## src/rtl/fp32_div_seq.sv

```systemverilog
// ---------------------------------------------------------------------------
// fp32_div_seq
//
// Sequential IEEE-754 binary32 divider computing X / Y. The mantissa quotient
// comes from a restoring divider that produces one quotient bit per clock.
// Special values and flags follow the same conventions as the team's
// combinational fp32 multiplier. Denormal inputs are flushed to zero, and the
// quotient is truncated (no rounding).
//
// Ports
//   clk        in   1   system clock, rising edge
//   reset_n    in   1   asynchronous active-low reset
//   start      in   1   request a division, only sampled while idle
//   X          in  32   dividend, latched on the edge that accepts start
//   Y          in  32   divisor, latched on the same edge
//   busy       out  1   an operation is in flight (state != IDLE)
//   done       out  1   one-cycle pulse, result and flags are valid
//   result     out 32   quotient, held until the next operation's setup edge
//   inf        out  1   result is a signed infinity (special case)
//   nan        out  1   result is the canonical quiet NaN
//   zero       out  1   result is a signed zero (special case)
//   overflow   out  1   exponent too large, saturated to signed infinity
//   underflow  out  1   exponent too small, flushed to signed zero
// ---------------------------------------------------------------------------
module fp32_div_seq (
    input  logic        clk,
    input  logic        reset_n,
    input  logic        start,
    input  logic [31:0] X,
    input  logic [31:0] Y,
    output logic        busy,
    output logic        done,
    output logic [31:0] result,
    output logic        inf,
    output logic        nan,
    output logic        zero,
    output logic        overflow,
    output logic        underflow
);

    typedef enum logic [2:0] {
        S_IDLE,
        S_SETUP,
        S_DIVIDE,
        S_PACK,
        S_DONE
    } state_t;

    state_t             state_q;

    // Latched operands
    logic [31:0]        x_q;
    logic [31:0]        y_q;

    // Divider datapath
    logic [24:0]        rem_q;
    logic [23:0]        my_q;
    logic [22:0]        q_q;
    logic [4:0]         cnt_q;
    logic signed [9:0]  exp_q;
    logic               sign_q;

    // Registered outputs
    logic               busy_q;
    logic               done_q;
    logic [31:0]        result_q;
    logic               inf_q;
    logic               nan_q;
    logic               zero_q;
    logic               overflow_q;
    logic               underflow_q;

    // Operand classification and setup values, derived from latched operands
    logic [7:0]         exp_x;
    logic [7:0]         exp_y;
    logic [22:0]        frac_x;
    logic [22:0]        frac_y;
    logic               x_is_zero;
    logic               y_is_zero;
    logic               x_is_inf;
    logic               y_is_inf;
    logic               x_is_nan;
    logic               y_is_nan;
    logic               sign_d;
    logic [23:0]        mant_x_d;
    logic [23:0]        mant_y_d;
    logic               adj_d;
    logic [24:0]        rem_init_d;
    logic signed [9:0]  exp_d;

    logic               special_hit_d;
    logic [31:0]        special_result_d;
    logic               special_inf_d;
    logic               special_nan_d;
    logic               special_zero_d;

    // Restoring step
    logic               rem_ge_d;
    logic [24:0]        rem_sub_d;
    logic [24:0]        rem_next_d;

    // Classify the latched operands. Denormals are flushed to zero by forcing
    // their fraction to zero, so they classify as zero everywhere below.
    always_comb begin
        exp_x     = x_q[30:23];
        exp_y     = y_q[30:23];
        frac_x    = (exp_x == 8'h00) ? 23'd0 : x_q[22:0];
        frac_y    = (exp_y == 8'h00) ? 23'd0 : y_q[22:0];

        x_is_zero = (exp_x == 8'h00);
        y_is_zero = (exp_y == 8'h00);
        x_is_inf  = (exp_x == 8'hFF) && (frac_x == 23'd0);
        y_is_inf  = (exp_y == 8'hFF) && (frac_y == 23'd0);
        x_is_nan  = (exp_x == 8'hFF) && (frac_x != 23'd0);
        y_is_nan  = (exp_y == 8'hFF) && (frac_y != 23'd0);

        sign_d    = x_q[31] ^ y_q[31];
        mant_x_d  = {1'b1, frac_x};
        mant_y_d  = {1'b1, frac_y};

        // Pre-normalising the dividend guarantees the first quotient bit is 1,
        // so the quotient never needs a post-shift.
        adj_d      = (mant_x_d < mant_y_d);
        rem_init_d = adj_d ? {mant_x_d, 1'b0} : {1'b0, mant_x_d};

        // Unsigned 10-bit arithmetic wraps to the correct two's-complement
        // value; the result spans -127..380 for normal operands.
        exp_d = $signed({2'b00, exp_x} - {2'b00, exp_y} + 10'd127 - {9'd0, adj_d});
    end

    // Special-case detection in priority order: NaN-producing cases first,
    // then division by zero, then infinite dividend, then zero quotients.
    always_comb begin
        special_hit_d    = 1'b0;
        special_result_d = 32'h0000_0000;
        special_inf_d    = 1'b0;
        special_nan_d    = 1'b0;
        special_zero_d   = 1'b0;

        if (x_is_nan || y_is_nan || (x_is_zero && y_is_zero) || (x_is_inf && y_is_inf)) begin
            special_hit_d    = 1'b1;
            special_result_d = 32'h7FC0_0000;
            special_nan_d    = 1'b1;
        end else if (y_is_zero) begin
            special_hit_d    = 1'b1;
            special_result_d = {sign_d, 8'hFF, 23'd0};
            special_inf_d    = 1'b1;
        end else if (x_is_inf) begin
            special_hit_d    = 1'b1;
            special_result_d = {sign_d, 8'hFF, 23'd0};
            special_inf_d    = 1'b1;
        end else if (x_is_zero || y_is_inf) begin
            special_hit_d    = 1'b1;
            special_result_d = {sign_d, 31'd0};
            special_zero_d   = 1'b1;
        end
    end

    // One restoring iteration. After a subtraction the remainder is below
    // the divisor (< 2^24), so the left shift never loses a set bit.
    always_comb begin
        rem_ge_d   = (rem_q >= {1'b0, my_q});
        rem_sub_d  = rem_ge_d ? (rem_q - {1'b0, my_q}) : rem_q;
        rem_next_d = rem_sub_d << 1;
    end

    // Control FSM with registered outputs. The quotient register keeps only
    // the 23 fraction bits: the leading 1 shifts out of the top, which is
    // harmless because it is always 1 and becomes the hidden bit.
    always_ff @(posedge clk or negedge reset_n) begin
        if (!reset_n) begin
            state_q     <= S_IDLE;
            x_q         <= 32'd0;
            y_q         <= 32'd0;
            rem_q       <= 25'd0;
            my_q        <= 24'd0;
            q_q         <= 23'd0;
            cnt_q       <= 5'd0;
            exp_q       <= 10'sd0;
            sign_q      <= 1'b0;
            busy_q      <= 1'b0;
            done_q      <= 1'b0;
            result_q    <= 32'd0;
            inf_q       <= 1'b0;
            nan_q       <= 1'b0;
            zero_q      <= 1'b0;
            overflow_q  <= 1'b0;
            underflow_q <= 1'b0;
        end else begin
            case (state_q)
                S_IDLE: begin
                    if (start) begin
                        x_q     <= X;
                        y_q     <= Y;
                        busy_q  <= 1'b1;
                        state_q <= S_SETUP;
                    end
                end

                S_SETUP: begin
                    inf_q       <= 1'b0;
                    nan_q       <= 1'b0;
                    zero_q      <= 1'b0;
                    overflow_q  <= 1'b0;
                    underflow_q <= 1'b0;
                    if (special_hit_d) begin
                        result_q <= special_result_d;
                        inf_q    <= special_inf_d;
                        nan_q    <= special_nan_d;
                        zero_q   <= special_zero_d;
                        done_q   <= 1'b1;
                        state_q  <= S_DONE;
                    end else begin
                        my_q    <= mant_y_d;
                        rem_q   <= rem_init_d;
                        exp_q   <= exp_d;
                        sign_q  <= sign_d;
                        q_q     <= 23'd0;
                        cnt_q   <= 5'd0;
                        state_q <= S_DIVIDE;
                    end
                end

                S_DIVIDE: begin
                    rem_q <= rem_next_d;
                    q_q   <= {q_q[21:0], rem_ge_d};
                    cnt_q <= cnt_q + 5'd1;
                    if (cnt_q == 5'd23) begin
                        state_q <= S_PACK;
                    end
                end

                S_PACK: begin
                    if (exp_q <= 10'sd0) begin
                        result_q    <= {sign_q, 31'd0};
                        underflow_q <= 1'b1;
                    end else if (exp_q >= 10'sd255) begin
                        result_q   <= {sign_q, 8'hFF, 23'd0};
                        overflow_q <= 1'b1;
                    end else begin
                        result_q <= {sign_q, exp_q[7:0], q_q};
                    end
                    done_q  <= 1'b1;
                    state_q <= S_DONE;
                end

                S_DONE: begin
                    done_q  <= 1'b0;
                    busy_q  <= 1'b0;
                    state_q <= S_IDLE;
                end

                default: begin
                    done_q  <= 1'b0;
                    busy_q  <= 1'b0;
                    state_q <= S_IDLE;
                end
            endcase
        end
    end

    assign busy      = busy_q;
    assign done      = done_q;
    assign result    = result_q;
    assign inf       = inf_q;
    assign nan       = nan_q;
    assign zero      = zero_q;
    assign overflow  = overflow_q;
    assign underflow = underflow_q;

endmodule

```

## config.mk

```make
export PLATFORM = sky130hd
export DESIGN_NAME = fp32_div_seq
export DESIGN_NICKNAME = d
export VERILOG_FILES = /design/src/rtl/fp32_div_seq.sv
export SDC_FILE = /design/constraint.sdc
export NUM_CORES = 1
export LEC_CHECK = 0
export ABC_AREA = 1
export CAP_MARGIN = 0
export CORE_MARGIN = 2
export CORE_UTILIZATION = 57
export DETAILED_ROUTE_END_ITERATION = 7
export PLACE_DENSITY_LB_ADDON = 0.12
export SETUP_SLACK_MARGIN = 0.02
export SYNTH_ARGS = -nofsm -noshare
export SYNTH_HDL_FRONTEND = slang
export SYNTH_SLANG_ARGS = --single-unit
```

## constraint.sdc

```tcl
create_clock -name clk -period 5.4 [get_ports clk]
set_clock_uncertainty 0.2 [all_clocks]
set_input_delay 1.08 -clock clk [delete_from_list [all_inputs] [get_ports clk]]
set_output_delay 1.08 -clock clk [all_outputs]
set_load 0.005 [all_outputs]
```

==> run metrics, run 1 <==
std cell rows between 50 and 60; core box area 0.0196 sq mm; WL per Instance about 15 um; R2R Setup Slk 0.59 ns; first-pass iteration count of the detailed router 5; I/O Pins around 110; Post-Syn Area about 0.011 sq mm; reg2reg path depth 23; leakage power between 6 and 7 nW; Worst Max-Slew Pin Slew 0.995 ns; sequential share of the synthesized area around 42%; ys flop type dfrtp_1; CTS max path bufs 2; pwr dens 749 mW/mm^2; Die Width between 100 and 150 um; TritonCTS clock tree built; RSZ-0062 raised after global routing no; headroom to the max-slew limit between 30% and 40%; Worst Path Arrival between 4 and 5 ns; post-CTS setup buffers 0; GRT Total Usage a little over a quarter; final core utilization 67.9%; CTS resizes 0; clock root cell clkbuf_16; area added between synthesis and finish 15.9%; Final Hold Vio Count 0; antenna violations before repair 0; input/output buffers between 100 and 150; Synth Net Count ~1600; WL final roughly 28000 um; global placement routability congestion 0.928; R2R Path End exp_q[9]$_DFFE_PN0P_; Min-Delay Path Depth 2; fin nets ~1700; Critical Setup Path Class reg -> reg; Final Cycle Share roughly 89%; CTS buffer count 17; FF-to-FF Start x_q[30]$_DFFE_PN0P_; final routed DRC violation total 0; EDFF count, synth 0; die height between 100 and 150 um; Pins Over Slew Limit 0; Cells after Synth between 1000 and 1500; Synth Register Bits around 190; clock slew at reported path FFs 0.09 ns; grt total ovfl 0; Filler cells around 1700; Yosys cell types 38; clk_lat worst skew 0.44 ns; WP data required ~5.5 ns; Worst Path Max Fanout 23; 1st-iter DRT viols 750; global-route wire length before repair 46800 um; Detail Route Antenna Nets 0; dpl ws around 0.66 ns; Initial Utilization 58.6%; share of the synthesized area in the top cell type 42.3%; syn_area_per_cell just under 8 sq um; Hold Buf Count CTS 0; Final HPWL DP slightly above 20000 um; Hold Crit Start result[3]$_DFFE_PN0P_; Inserted Diodes 0; peak supply drop around 0.00036 V; crit path time final a little under 5 ns; highest clock rate 208 MHz; setup TNS 0 ns; layout cells sized above 1 between 7 and 8%; vias in the first global route roughly 9400; Via Count 9998; htree depth 4; detail-routed via count per cell roughly 5.5; Num Clock Sinks between 150 and 200; die area about 0.021 sq mm; async set or reset register ratio after synthesis 100%; final worst setup slack 0.593 ns; leading area contributor after synthesis dfrtp_1; crit path launch type register; Yosys warnings 0; WHS Endpoint result[3]$_DFFE_PN0P_; main area contributors after synthesis dfrtp_1, nand2_1, ha_1, nand3_1, mux2_2; Setup-failing EPs final 0; crit end category register; Max-Cap Viols 0; largest net degree at the start of global routing between 100 and 150; Hold Path Class reg -> reg; status finished clean
==> synthesized netlist by cell type, types with 6 or more instances <==
| cell type | instances |
|---|---|
| a21oi_1 | 69 |
| buf_1 | 8 |
| buf_2 | 10 |
| buf_6 | 8 |
| clkbuf_1 | 29 |
| dfrtp_1 | 194 |
| ha_1 | 63 |
| inv_1 | 136 |
| mux2_2 | 46 |
| nand2_1 | 459 |
| nand3_1 | 140 |
| nand4_1 | 15 |
| nor2_1 | 96 |
| nor3_1 | 6 |
| nor4_1 | 6 |
| o211ai_1 | 9 |
| o21ai_0 | 76 |
| o21ai_1 | 21 |
| o21bai_1 | 8 |
| or2_2 | 8 |
| xnor2_1 | 13 |
| xor2_1 | 17 |
==> metal layers <==
| metal | part of all wire (%) | track usage, % | vias to the layer above |
|---|---|---|---|
| li1 | - | - | 4969 |
| met1 | 49 | 39.9 | 4736 |
| met2 | 45 | 41.7 | 267 |
| met3 | 5.0 | 3.73 | 26 |
| met4 | 1.3 | 6.52 | 0 |
| met5 | 0 | 0 | - |
==> worst max-delay path by stage <==
stage | cells past startpoint | from | end | slack (ns)
final | 23 | x_q[30]$_DFFE_PN0P_ | exp_q[9]$_DFFE_PN0P_ | 0.59
after global routing | 23 | x_q[30]$_DFFE_PN0P_ | exp_q[9]$_DFFE_PN0P_ | 0.14
after floorplan | 26 | x_q[30]$_DFFE_PN0P_ | exp_q[9]$_DFFE_PN0P_ | 0.99
after CTS | 23 | x_q[30]$_DFFE_PN0P_ | exp_q[9]$_DFFE_PN0P_ | 0.63
after detailed placement | 23 | x_q[30]$_DFFE_PN0P_ | exp_q[9]$_DFFE_PN0P_ | 0.66
after global placement | 23 | x_q[30]$_DFFE_PN0P_ | exp_q[9]$_DFFE_PN0P_ | 0.82
==> kinds of logic (layout without fill, tap and decap cells) <==
logic type      count (synthesis)  in the layout  share of synthesized area (%)
mux                            46             46                           4.51
fa+ha+maj                      66             66                           7.39
compound gates                199            199                           9.37
flops                         194            194                           42.3
simple gates                  742            742                           26.9
xor+xnor                       30             30                           2.29
buf+inv                       198            286                           7.25
==> critical path: stages (launching register included) <==
cell	delay, ns
dfrtp_1	0.42
nor2_1	0.11
nand2_1	0.11
nor2_2	0.43
inv_2	0.29
nand2_1	0.20
inv_1	0.06
ha_1	0.30
a21oi_1	0.14
nor2_1	0.05
a211oi_1	0.18
a21oi_1	0.12
nor2_1	0.14
nand2_1	0.14
ha_1	0.23
ha_1	0.22
fa_1	0.41
a31oi_1	0.27
nor2_1	0.07
o21ai_0	0.15
nand2_1	0.10
a21oi_1	0.14
nand2_1	0.07
o21ai_0	0.16
==> registers in the layout (all words and copies together) (netlist names) <==
register,cells
rem_q,25
y_q,32
inf,1
overflow,1
x_q,32
my_q,24
nan,1
result,32
sign_q,1
zero,1
done,1
underflow,1
q_q,23
exp_q,10
state_q,3
cnt_q,5
busy,1
==> metrics by stage <==
step | hold WS, ns | instance area (sq um) | power, mW | std cells
CTS | 0.277 | 13300 | 9.94 | 1828
finish | 0.270 | 13300 | 9.96 | 1828
global route | 0.305 | 13300 | 10.9 | 1828
floorplan | 0.225 | 11500 | 7.09 | 1475
global placement | 0.248 | 12700 | 8.41 | 1796
detailed placement | 0.257 | 12700 | 8.52 | 1796
==> power by group <==
group	total [mW]	internal, mW	switching [mW]
combinational	6.15	2.37	3.78
clock	1.37	0.691	0.677
sequential	2.44	2.02	0.427
==> cell type report <==
class                   count  area, sq um  share of cell area (%)
repair buffers            116         1140                    8.55
clock buffers              17          425                    3.20
clock inverters            15          224                    1.68
flip-flops and latches    194         4850                    36.5
well taps                 265          332                    2.49
multi-input cells        1083         5810                    43.7
inverters                 138          518                    3.89
==> cell usage in the layout, fill, tap and decap left out, types with 2 or more instances in the layout <==
| cell | count |
|---|---|
| nand2_1 | 458 |
| dfrtp_1 | 194 |
| nand3_1 | 140 |
| inv_1 | 135 |
| clkdlybuf4s50_1 | 104 |
| nor2_1 | 94 |
| o21ai_0 | 76 |
| a21oi_1 | 69 |
| ha_1 | 63 |
| mux2_2 | 46 |
| o21ai_1 | 21 |
| xor2_1 | 17 |
| clkbuf_16 | 17 |
| nand4_1 | 15 |
| xnor2_1 | 13 |
| buf_4 | 11 |
| o211ai_1 | 9 |
| o21bai_1 | 8 |
| or2_2 | 8 |
| nor2_2 | 6 |
| nor4_1 | 6 |
| nor3_1 | 6 |
| a31oi_1 | 4 |
| clkinv_8 | 4 |
| inv_2 | 3 |
| a211oi_1 | 3 |
| a21boi_0 | 3 |
| a21o_1 | 3 |
| fa_1 | 3 |
| clkinv_4 | 3 |
| inv_8 | 3 |
| inv_12 | 3 |
| nand3b_1 | 2 |
| o31ai_1 | 2 |
(Power assumes the default switching activity.)
==> inputs of run 2 (changes only) <==
--- a/config.mk
+++ b/config.mk
@@ -6,7 +6,7 @@
 export NUM_CORES = 1
 export LEC_CHECK = 0
 export ABC_AREA = 1
-export CAP_MARGIN = 0
+export CAP_MARGIN = 10
 export CORE_MARGIN = 2
 export CORE_UTILIZATION = 57
 export DETAILED_ROUTE_END_ITERATION = 7
==> results of run 2 <==
Final layout, timing and power as in run 1 (identical DEF).
==> inputs of run 3 (changes only) <==
--- a/config.mk
+++ b/config.mk
@@ -10,7 +10,7 @@
 export CORE_MARGIN = 2
 export CORE_UTILIZATION = 57
 export DETAILED_ROUTE_END_ITERATION = 7
-export PLACE_DENSITY_LB_ADDON = 0.12
+export PLACE_DENSITY = 0.79
 export SETUP_SLACK_MARGIN = 0.02
 export SYNTH_ARGS = -nofsm -noshare
 export SYNTH_HDL_FRONTEND = slang
==> run metrics, run 3 (synthesis results as in run 1) <==
DP Area between 0.01 and 0.015 sq mm; Final Cycle Share between 80% and 90%; input/output buffers between 100 and 150; Switching Share 49.6%; grt total ovfl 0; TritonCTS clock tree built; Via Count around 10000; fin nets between 1500 and 2000; crit path launch type register; Final HPWL DP ~20000 um; global-route wire length before repair 46900 um; crit path time final roughly 4.7 ns; vias in the first global route about 9500; detail-routed via count per cell about 5.5; setup TNS 0 ns; Detail Route Antenna Nets 0; post-CTS setup buffers 0; Worst Path Max Fanout 23; global placement routability congestion ~0.94; CTS max path bufs 2; core box area slightly below 0.02 sq mm; GRT Total Usage 27.0%; WHS Endpoint my_q[23]$_DFFE_PN0P_; CTS buffer count 17; leakage power 6.82 nW; die area roughly 0.021 sq mm; clock root cell clkbuf_16; Slowest Stage Delay on Critical Path roughly 0.42 ns; Num Clock Sinks 194; Min-Delay Path Depth 2; Initial Utilization about three fifths; Hold Buf Count CTS 0; commonest cells after routing, fill and taps aside nand2_1, dfrtp_1, nand3_1, inv_1, clkdlybuf4s50_1; Reg power frac about 25%; crit path buf inv count 2; Pins Over Slew Limit 0; switching pwr a little under 5 mW; post-route design area between 0.01 and 0.015 sq mm; 1st-iter DRT viols about 850; highest clock rate between 200 and 250 MHz; R2R Setup Slk between 0.7 and 0.8 ns; crit-path most repeated cell nand2_1; slowest cell on the critical path dfrtp_1; std cell rows a little over 50; WL per Instance between 15 and 20 um; share of total power in combinational logic 62.1%; Clk network pwr share a little over an eighth; commonest non-fill, non-tap cell in the layout nand2_1; Hold Path Class reg -> reg; R2R Path End exp_q[9]$_DFFE_PN0P_; layout cells sized above 1 7.04%; Pint 5.02 mW; reg2reg path depth 23; crit end category register; RSZ-0062 raised after global routing no; footprint of the multi-input gates just under 0.006 sq mm; first-pass iteration count of the detailed router 6; WP data required between 5 and 6 ns; clk_lat worst skew between 0.4 and 0.5 ns; Hold Crit Start my_q[23]$_DFFE_PN0P_; final routed DRC violation total 0; worst path cell trace nor2_1 > nand2_1 > nor2_2 > inv_2 > nand2_1 > inv_1 > ha_1 > a21oi_1 > nor2_1 > a211oi_1 > a21oi_1 > nor2_1 > nand2_1 > ha_1 > ha_1 > fa_1 > a31oi_1 > nor2_1 > o21ai_0 > nand2_1 > a21oi_1 > nand2_1 > o21ai_0; Setup-failing EPs final 0; Worst Max-Slew Pin Slew between 0.9 and 1 ns; pwr dens 750 mW/mm^2; Reg area about 0.005 sq mm; Crit path max-delay family simple AND/OR/NAND/NOR gates; Critical Setup Path Class reg -> reg; Filler cells 1624; htree depth 4; WL final approximately 28000 um; area added between synthesis and finish 15.6%; Inserted Diodes 0; Worst Path Arrival approximately 4.9 ns; Max-Cap Viols 0; Die Width approximately 150 um; die height 146 um; status finished clean; CTS resizes 0; Final Hold Vio Count 0; largest net degree at the start of global routing 119; antenna violations before repair 0; FF-to-FF Start x_q[27]$_DFFE_PN0P_; I/O Pins roughly 110; clock slew at reported path FFs roughly 0.08 ns; headroom to the max-slew limit between 30% and 40%; peak supply drop 0.000417 V
==> run 3: worst max path at each step <==
stage / start / endpoint / slack [ns] / cells after the start
floorplan: x_q[30]$_DFFE_PN0P_ / exp_q[9]$_DFFE_PN0P_ / 0.99 / 26
global placement: x_q[30]$_DFFE_PN0P_ / exp_q[9]$_DFFE_PN0P_ / 0.83 / 23
detailed placement: x_q[30]$_DFFE_PN0P_ / exp_q[9]$_DFFE_PN0P_ / 0.74 / 23
CTS: x_q[27]$_DFFE_PN0P_ / exp_q[9]$_DFFE_PN0P_ / 0.71 / 23
global route: x_q[30]$_DFFE_PN0P_ / exp_q[9]$_DFFE_PN0P_ / 0.18 / 23
finish: x_q[27]$_DFFE_PN0P_ / exp_q[9]$_DFFE_PN0P_ / 0.70 / 23
==> run 3: power by group through the flow <==
| stage | registers (mW) | clock network (mW) | logic (mW) |
|---|---|---|---|
| after CTS | 2.43 | 1.34 | 6.15 |
| after global placement | 2.43 | 0 | 5.95 |
| final | 2.44 | 1.33 | 6.18 |
| after detailed placement | 2.45 | 0 | 6.08 |
| after global routing | 2.51 | 1.41 | 7.04 |
| after floorplan | 2.32 | 0 | 4.77 |
==> run 3: stage by stage <==
| step | hold WS (ns) | instances | power [mW] | setup slack, ns | utilization (%) |
|---|---|---|---|---|---|
| after global placement | 0.240 | 1795 | 8.37 | 0.830 | 64.5 |
| final | 0.264 | 1827 | 9.95 | 0.701 | 67.7 |
| after CTS | 0.271 | 1827 | 9.92 | 0.712 | 67.7 |
| after global routing | 0.288 | 1827 | 11.0 | 0.182 | 67.7 |
| after detailed placement | 0.251 | 1795 | 8.53 | 0.738 | 64.5 |
| after floorplan | 0.225 | 1475 | 7.09 | 0.991 | - |
==> run 3: worst register-to-register path, stage by stage (launching register included) <==
cell	delay [ns]
dfrtp_1	0.42
nor2_1	0.12
nand2_1	0.10
nor2_2	0.41
inv_2	0.28
nand2_1	0.18
inv_1	0.05
ha_1	0.31
a21oi_1	0.14
nor2_1	0.05
a211oi_1	0.17
a21oi_1	0.12
nor2_1	0.17
nand2_1	0.12
ha_1	0.20
ha_1	0.21
fa_1	0.41
a31oi_1	0.26
nor2_1	0.06
o21ai_0	0.15
nand2_1	0.11
a21oi_1	0.13
nand2_1	0.06
o21ai_0	0.16
==> run 3: cell type report <==
cell class | instances | share of cell area (%)
multi-input cells | 1083 | 43.8
flip-flops and latches | 194 | 36.6
repair buffers | 115 | 8.52
inverters | 138 | 3.90
well taps | 265 | 2.50
clock buffers | 17 | 3.21
clock inverters | 15 | 1.52
==> run 3: per-layer routing <==
layer	vias to the layer above	GRT usage (%)	routed length, um
met5	-	0	0
met4	0	8.48	654
met3	56	3.95	1530
met2	322	42.9	12800
met1	4772	38.4	13200
li1	4955	-	-
